`src/rtl/instr_fetch_pkg.sv`:
```
// Shared types and constants for the instruction fetch unit.
// Holds the fetch FSM states and the buffered fetch entry layout.
package instr_fetch_pkg;

   typedef enum logic [1:0] {
      ST_REQ,
      ST_RESP,
      ST_DROP
   } state_e;

   localparam logic [31:0] RESET_PC_DEFAULT = 32'h0040_0000;
   localparam logic [31:0] NOP = 32'h0000_0000;

   typedef struct packed {
      logic [31:0] pc;
      logic [31:0] instr;
      logic        fault;
   } fetch_entry_t;

   function automatic logic [31:0] word_addr(input logic [31:0] a);
      return {a[31:2], 2'b00};
   endfunction

endpackage

```
`src/rtl/instr_fetch_if.sv`:
```
// Signal bundle between the fetch unit, PC register, memory and decode.
// master is the fetch unit side, slave is its environment.
interface instr_fetch_if;

   logic [31:0] pc;
   logic        pc_write_enable;
   logic        flush;
   logic        imem_req;
   logic [31:0] imem_addr;
   logic        imem_gnt;
   logic        imem_rvalid;
   logic [31:0] imem_rdata;
   logic        if_valid;
   logic        if_ready;
   logic [31:0] if_instr;
   logic [31:0] if_pc;
   logic        if_fault;

   modport master (
      input  pc, flush, imem_gnt, imem_rvalid, imem_rdata, if_ready,
      output pc_write_enable, imem_req, imem_addr,
      output if_valid, if_instr, if_pc, if_fault
   );

   modport slave (
      output pc, flush, imem_gnt, imem_rvalid, imem_rdata, if_ready,
      input  pc_write_enable, imem_req, imem_addr,
      input  if_valid, if_instr, if_pc, if_fault
   );

endinterface

```
`src/rtl/instr_fetch_fifo.sv`:
```
// fetch_fifo: synchronous buffer of fetched entries between memory and decode.
// clear wins over push/pop; push into a full FIFO succeeds when a pop coincides.
module fetch_fifo
   import instr_fetch_pkg::*;
#(
   parameter int DEPTH = 2,
   localparam int PW = $clog2(DEPTH),
   localparam int CW = $clog2(DEPTH + 1)
) (
   input  logic          clk,
   input  logic          reset,
   input  logic          clear_i,
   input  logic          push_i,
   input  fetch_entry_t  data_i,
   input  logic          pop_i,
   output fetch_entry_t  head_o,
   output logic          full_o,
   output logic          empty_o,
   output logic [CW-1:0] count_o
);

   fetch_entry_t  mem_q [DEPTH];
   logic [PW-1:0] wr_q, wr_d;
   logic [PW-1:0] rd_q, rd_d;
   logic [CW-1:0] cnt_q, cnt_d;
   logic          do_push, do_pop;

   assign full_o  = (cnt_q == CW'(DEPTH));
   assign empty_o = (cnt_q == '0);
   assign count_o = cnt_q;
   assign head_o  = mem_q[rd_q];

   assign do_pop  = pop_i & ~empty_o;
   assign do_push = push_i & (~full_o | do_pop);

   // Depth is a power of two, so pointers wrap naturally.
   always_comb begin
      wr_d  = wr_q;
      rd_d  = rd_q;
      cnt_d = cnt_q;
      if (clear_i) begin
         wr_d  = '0;
         rd_d  = '0;
         cnt_d = '0;
      end else begin
         if (do_push) wr_d = wr_q + PW'(1);
         if (do_pop)  rd_d = rd_q + PW'(1);
         cnt_d = cnt_q + CW'(do_push) - CW'(do_pop);
      end
   end

   always_ff @(posedge clk) begin
      if (reset) begin
         wr_q  <= '0;
         rd_q  <= '0;
         cnt_q <= '0;
      end else begin
         wr_q  <= wr_d;
         rd_q  <= rd_d;
         cnt_q <= cnt_d;
      end
   end

   always_ff @(posedge clk) begin
      if (do_push && !clear_i) mem_q[wr_q] <= data_i;
   end

endmodule

```
`src/rtl/instr_fetch.sv`:
```
// instr_fetch: single-outstanding instruction fetch with a small decode buffer.
// Define INSTR_FETCH_ALIGN_CHECK_EN to turn misaligned PCs into fault entries.
module instr_fetch
   import instr_fetch_pkg::*;
#(
   parameter logic [31:0] RESET_PC   = RESET_PC_DEFAULT,
   parameter int          FIFO_DEPTH = 2
) (
   input logic          clk,
   input logic          reset,
   instr_fetch_if.master bus
);

   localparam int CW = $clog2(FIFO_DEPTH + 1);

   state_e       state_q, state_d;
   logic [31:0]  pending_pc_q, pending_pc_d;
   logic         req_c, grant, push, pop, room, outstanding;
   fetch_entry_t push_data, head;
   logic         full, empty;
   logic [CW-1:0] count;

`ifdef INSTR_FETCH_ALIGN_CHECK_EN
   logic fault_q, fault_d;
`endif

   assign outstanding = (state_q != ST_REQ);
   assign room = ({1'b0, count} + (CW+1)'(outstanding))
               < (CW+1)'(FIFO_DEPTH);
   assign grant = req_c & bus.imem_gnt;

   always_ff @(posedge clk) begin
      if (reset) begin
         state_q      <= ST_REQ;
         pending_pc_q <= '0;
      end else begin
         state_q      <= state_d;
         pending_pc_q <= pending_pc_d;
      end
   end

   always_comb begin
      state_d      = state_q;
      pending_pc_d = grant ? bus.pc : pending_pc_q;
      unique case (state_q)
         ST_REQ:  if (grant) state_d = ST_RESP;
         ST_RESP: begin
            if (bus.imem_rvalid)  state_d = ST_REQ;
            else if (bus.flush)   state_d = ST_DROP;
         end
         ST_DROP: if (bus.imem_rvalid) state_d = ST_REQ;
         default: state_d = ST_REQ;
      endcase
   end

   // A misaligned PC queues one fault entry, then idles until redirected.
   always_comb begin
      req_c     = 1'b0;
      push      = 1'b0;
      push_data = '{pc: pending_pc_q, instr: bus.imem_rdata, fault: 1'b0};
      unique case (state_q)
         ST_REQ: begin
            if (!reset && !bus.flush) begin
`ifdef INSTR_FETCH_ALIGN_CHECK_EN
               if (bus.pc[1:0] != 2'b00) begin
                  push      = ~fault_q & room;
                  push_data = '{pc: bus.pc, instr: NOP, fault: 1'b1};
               end else
`endif
               req_c = room;
            end
         end
         ST_RESP: push = bus.imem_rvalid & ~reset;
         default: ;
      endcase
   end

`ifdef INSTR_FETCH_ALIGN_CHECK_EN
   always_comb begin
      fault_d = fault_q;
      if (bus.flush)                  fault_d = 1'b0;
      else if (push && push_data.fault) fault_d = 1'b1;
   end

   always_ff @(posedge clk) begin
      if (reset) fault_q <= 1'b0;
      else       fault_q <= fault_d;
   end
`endif

   assign pop = ~empty & bus.if_ready;

   fetch_fifo #(.DEPTH(FIFO_DEPTH)) u_fifo (
      .clk     (clk),
      .reset   (reset),
      .clear_i (bus.flush),
      .push_i  (push),
      .data_i  (push_data),
      .pop_i   (pop),
      .head_o  (head),
      .full_o  (full),
      .empty_o (empty),
      .count_o (count)
   );

   logic unused_full;
   assign unused_full = full;

   assign bus.imem_req        = req_c;
   assign bus.imem_addr       = word_addr(bus.pc);
   assign bus.pc_write_enable = grant | (bus.flush & ~reset);

   assign bus.if_valid = ~empty;
   assign bus.if_instr = empty ? NOP : head.instr;
   assign bus.if_pc    = empty ? RESET_PC : head.pc;

`ifdef INSTR_FETCH_ALIGN_CHECK_EN
   assign bus.if_fault = ~empty & head.fault;
`else
   logic unused_fault;
   assign unused_fault = head.fault;
   assign bus.if_fault = 1'b0;
`endif

endmodule

```
`src/flat_wrapper.sv`:
```
// flat-port wrapper written by rule: the top's interface ports become plain ports
module instr_fetch_flat import instr_fetch_pkg::*;
#(
   parameter logic [31:0] RESET_PC   = RESET_PC_DEFAULT,
   parameter int          FIFO_DEPTH = 2
)
  (clk, reset, bus_pc, bus_flush, bus_imem_gnt, bus_imem_rvalid, bus_imem_rdata, bus_if_ready, bus_pc_write_enable, bus_imem_req, bus_imem_addr, bus_if_valid, bus_if_instr, bus_if_pc, bus_if_fault);
  instr_fetch_if bus_i ();
  input logic clk;
  input logic reset;
  input wire logic [$bits(bus_i.pc)-1:0] bus_pc;
  input wire logic [$bits(bus_i.flush)-1:0] bus_flush;
  input wire logic [$bits(bus_i.imem_gnt)-1:0] bus_imem_gnt;
  input wire logic [$bits(bus_i.imem_rvalid)-1:0] bus_imem_rvalid;
  input wire logic [$bits(bus_i.imem_rdata)-1:0] bus_imem_rdata;
  input wire logic [$bits(bus_i.if_ready)-1:0] bus_if_ready;
  output wire logic [$bits(bus_i.pc_write_enable)-1:0] bus_pc_write_enable;
  output wire logic [$bits(bus_i.imem_req)-1:0] bus_imem_req;
  output wire logic [$bits(bus_i.imem_addr)-1:0] bus_imem_addr;
  output wire logic [$bits(bus_i.if_valid)-1:0] bus_if_valid;
  output wire logic [$bits(bus_i.if_instr)-1:0] bus_if_instr;
  output wire logic [$bits(bus_i.if_pc)-1:0] bus_if_pc;
  output wire logic [$bits(bus_i.if_fault)-1:0] bus_if_fault;
  assign bus_i.pc = bus_pc;
  assign bus_i.flush = bus_flush;
  assign bus_i.imem_gnt = bus_imem_gnt;
  assign bus_i.imem_rvalid = bus_imem_rvalid;
  assign bus_i.imem_rdata = bus_imem_rdata;
  assign bus_i.if_ready = bus_if_ready;
  assign bus_pc_write_enable = bus_i.pc_write_enable;
  assign bus_imem_req = bus_i.imem_req;
  assign bus_imem_addr = bus_i.imem_addr;
  assign bus_if_valid = bus_i.if_valid;
  assign bus_if_instr = bus_i.if_instr;
  assign bus_if_pc = bus_i.if_pc;
  assign bus_if_fault = bus_i.if_fault;
  instr_fetch #(.RESET_PC(RESET_PC), .FIFO_DEPTH(FIFO_DEPTH)) u_core (.clk(clk), .reset(reset), .bus(bus_i));
endmodule
```
`config.mk`:
```
export PLATFORM = sky130hd
export DESIGN_NAME = instr_fetch_flat
export DESIGN_NICKNAME = d
export VERILOG_FILES = /design/src/rtl/instr_fetch_pkg.sv /design/src/rtl/instr_fetch_if.sv /design/src/rtl/instr_fetch_fifo.sv /design/src/rtl/instr_fetch.sv /design/src/flat_wrapper.sv
export SDC_FILE = /design/constraint.sdc
export NUM_CORES = 1
export LEC_CHECK = 0
export ABC_AREA = 1
export CAP_MARGIN = 20
export CORE_ASPECT_RATIO = 2
export CORE_UTILIZATION = 45
export DETAILED_ROUTE_END_ITERATION = 8
export PLACE_DENSITY_LB_ADDON = 0.25
export SLEW_MARGIN = 10
export SYNTH_ARGS = -nofsm -noshare
export SYNTH_HDL_FRONTEND = slang
export SYNTH_SLANG_ARGS = --single-unit
```
`constraint.sdc`:
```
create_clock -name clk -period 8.1 [get_ports clk]
set_input_delay 1.62 -clock clk [delete_from_list [all_inputs] [get_ports clk]]
set_output_delay 1.62 -clock clk [all_outputs]
set_load 0.01 [all_outputs]
```
==> summary.txt <==
CTS
  • Sink Count: 167
  • CTS tree: yes
  • Post-CTS sizing: 0
  • Reg clk slew, reported paths: 0.06 ns
  • Max clock buf depth: 2
  • Cts bufs inserted: 17
  • H-tree Lvls: 4
  • Post-CTS Setup Inserts: 0
  • Root buf cell: clkbuf_16
  • # hold bufs at CTS: 0
  • Worst-Skew Late Latency: 0.41 ns

Floorplanning
  • Die Ht: 173 µm
  • Die ar.: roughly 15000 µm²
  • Core Area: 14300 µm²
  • Die Wd: about 87 µm
  • Top-Level Pins: 170
  • Starting Density: 45.9%
  • Row count: 62

Timing
  • Fin crit share: 68.5%
  • RSZ-0062 raised after global routing: false
  • Clock skew: ~0.0064 ns
  • Max transition margin: 40.5%
  • Worst slew pin tran: 0.892 ns
  • Setup TNS: 0 ns
  • Achievable Freq: 180 MHz
  • Count of final setup violators: 0
  • Hold Vio Cnt, Final: 0
  • Final worst path period need: 5.55 ns
  • Slew Limit Fails: 0

Routing
  • Via Count: about 4500
  • Post-DR wirelength/cell: between 15 and 20 µm
  • DRT Wirelength: 14100 µm
  • Drt drc: 0
  • Pre-antenna DRT Iters: 7
  • Routed Antenna Nets: 0
  • Via/cell ratio: 5.00
  • Initial drt markers: about 200

Placed design
  • Final HPWL DP: between 8000 and 9000 µm
  • Routability congestion estimate from global placement: 0.829
  • Port buffer count: 166

Worst setup path
  • Startpoint Class: input port
  • Critical-path cell list: clkdlybuf4s50_1 > buf_4 > nand4_2 > nand2_1 > clkdlybuf4s50_1
  • R2r startpoint: u_core.u_fifo.count_o[1]
  • Worst setup EP type: output pin
  • Slowest-stage cell, CP: nand4_2
  • Max incr delay on CP: 0.68 ns
  • Worst Setup EP: bus_pc_write_enable
  • Most used cell, CP: clkdlybuf4s50_1
  • Worst path required time: 6.48 ns
  • WS Path Type: input port to output pin
  • Worst-path fanout max: 36
  • Worst Reg2Reg Path Length in Cells: 9
  • CP startpoint: bus_imem_gnt
  • Worst r2r dst: u_core.u_fifo.count_o[1]
  • Crit path DAT: 3.93 ns
  • Reg2Reg Setup Slack: 5.82 ns

Final layout
  • Synth-to-Final Area Change: 33.1%
  • Layout cells sized above 1: 6.84%
  • Fin nets: slightly below 800
  • # diodes: 0

Logic synthesis
  • Synth Cell Area: 6550 µm²
  • Syn Area/Cell: 11.4 µm²
  • Mapped Cells: between 500 and 600
  • Netlist cell types: 23
  • Warnings from Yosys: 0
  • Sequential share of the synthesized area: between 70% and 80%
  • Seq cells post-synth: 167

Power and ir drop
  • P_sw: between 300 and 400 µW
  • Total power: between 1500 and 2000 µW
  • Pint: 1430 µW
  • Worst VDD drop: 0.156 mV
  • Leak pwr: 0.00307 µW
  • Sw Ratio: 21.5%
  • Power density cells: 208 nW/µm²
  • Clk pwr share: roughly two fifths
  • Flop pwr share: 52.0%
  • Part of the power in combinational logic: around 6.2%

Global route
  • First-pass GRT wire length: 21500 µm
  • Initial antenna violation count: 0
  • Largest net degree at the start of global routing: 66
  • Vias in the first global route: about 4500
  • GRT Residual Overflow: 0
  • GRT Total Usage: between 10% and 20%

Job
  • Max Cap Viol: 0

Outcome
  • Outcome: finished, final reports clean

Min path
  • Hold Crit Class: flop to flop
  • Hold Path Origin: u_core.pending_pc_q[1]
-- final cells by class --
type                    instances  area [µm²]
flip-flops and latches        167        4630
clock inverters                14         136
inverters                      10        37.5
fillers                      1209        5560
clock buffers                  18         429
multi-input cells             334        1500
repair buffers                173        1740
well taps                     192         240
-- worst max-delay path, delay by kind of cell --
kind                   cells  cell delay, ns
buffers and inverters      3            1.35
AND/OR/NAND/NOR            2            0.95
-- metal layers --
layer | share of wire (%) | up-vias | global-route usage (%)
met1 | 36 | 2148 | 18.4
met4 | 3.9 | 0 | 10.6
met5 | 0 | - | 0
met2 | 56 | 150 | 36.0
li1 | - | 2206 | -
met3 | 4.2 | 36 | 3.39
-- power by group through the flow --
stage / Sequential [µW] / Combinational, µW / Clock, µW
after global placement: 961 / 109 / 0
after global routing: 945 / 122 / 807
after detailed placement: 962 / 112 / 0
final: 944 / 113 / 759
after CTS: 943 / 113 / 774
after floorplan: 959 / 57.6 / 0
-- worst min-delay path by stage --
stage                                       to  slack, ns  depth (start not counted)
floorplan                                 flop       0.43                          1
global placement    u_core.u_fifo.mem_q[1][54]       0.43                          0
detailed placement  u_core.u_fifo.mem_q[1][47]       0.44                          0
CTS                 u_core.u_fifo.mem_q[0][47]       0.46                          0
global route                              flop       0.46                          1
finish              u_core.u_fifo.mem_q[1][33]       0.45                          0
-- sequential cells by signal, summed over array words and instances (netlist names), named ones only --
signal,cells
u_core.u_fifo.mem_q,128
u_core.pending_pc_q,32
u_core.state_q,2
u_core.u_fifo.count_o,2
u_core.u_fifo.rd_q,1
u_core.u_fifo.wr_q,1
-- cells in the mapped netlist --
cell type,instances,share of area [%]
nand2_1,139,8.0
edfxtp_1,128,59
a21oi_1,100,7.6
nor2_1,44,2.5
dfxtp_1,39,12
o21ai_0,34,2.6
buf_4,33,3.8
clkbuf_1,19,1.1
buf_2,9,0.69
inv_1,7,0.40
nand3_1,5,0.38
buf_6,3,0.52
inv_2,3,0.17
clkbuf_2,2,0.15
xnor2_1,2,0.27
conb_1,1,0.057
ha_1,1,0.19
nand3b_1,1,0.11
nand4_2,1,0.19
nor2_2,1,0.096
nor2_4,1,0.17
nor3_1,1,0.076
nor3_4,1,0.25
-- kinds of logic after synthesis --
logic type	count (synthesis)	synth area share [%]
XOR/XNOR	2	0.268
AO/OA/AOI/OAI	134	10.2
flip-flops	167	70.7
AND/OR/NAND/NOR	194	11.8
other	1	0.0573
adder cells (fa/ha/maj)	1	0.191
buffers and inverters	76	6.81
-- metrics by stage --
step | instances | setup slack (ns) | cell area [µm²] | utilization [%] | hold WS [ns]
2_1_floorplan | 577 | 1.13 | 6550 | - | 0.425
6_report | 908 | 2.55 | 8710 | 61.0 | 0.454
3_3_place_gp | 874 | 2.39 | 8110 | 56.8 | 0.430
5_1_grt | 908 | 2.36 | 8710 | 61.0 | 0.461
4_1_cts | 906 | 2.33 | 8670 | 60.7 | 0.455
3_5_place_dp | 874 | 2.33 | 8110 | 56.8 | 0.439
-- cell usage in the layout, fill, tap and decap left out, types with 2 or more instances in the layout --
cell	count
inv_6	5
nor2_1	42
inv_2	3
clkinv_2	2
clkinv_4	3
nand3_1	5
buf_4	5
xnor2_1	2
clkinvlp_4	2
nor2_4	3
inv_1	7
a21oi_1	100
conb_1	3
clkdlybuf4s50_1	166
o21ai_0	34
edfxtp_1	128
dfxtp_1	38
nand2_1	139
clkbuf_16	17
(Power assumes the default switching activity.)
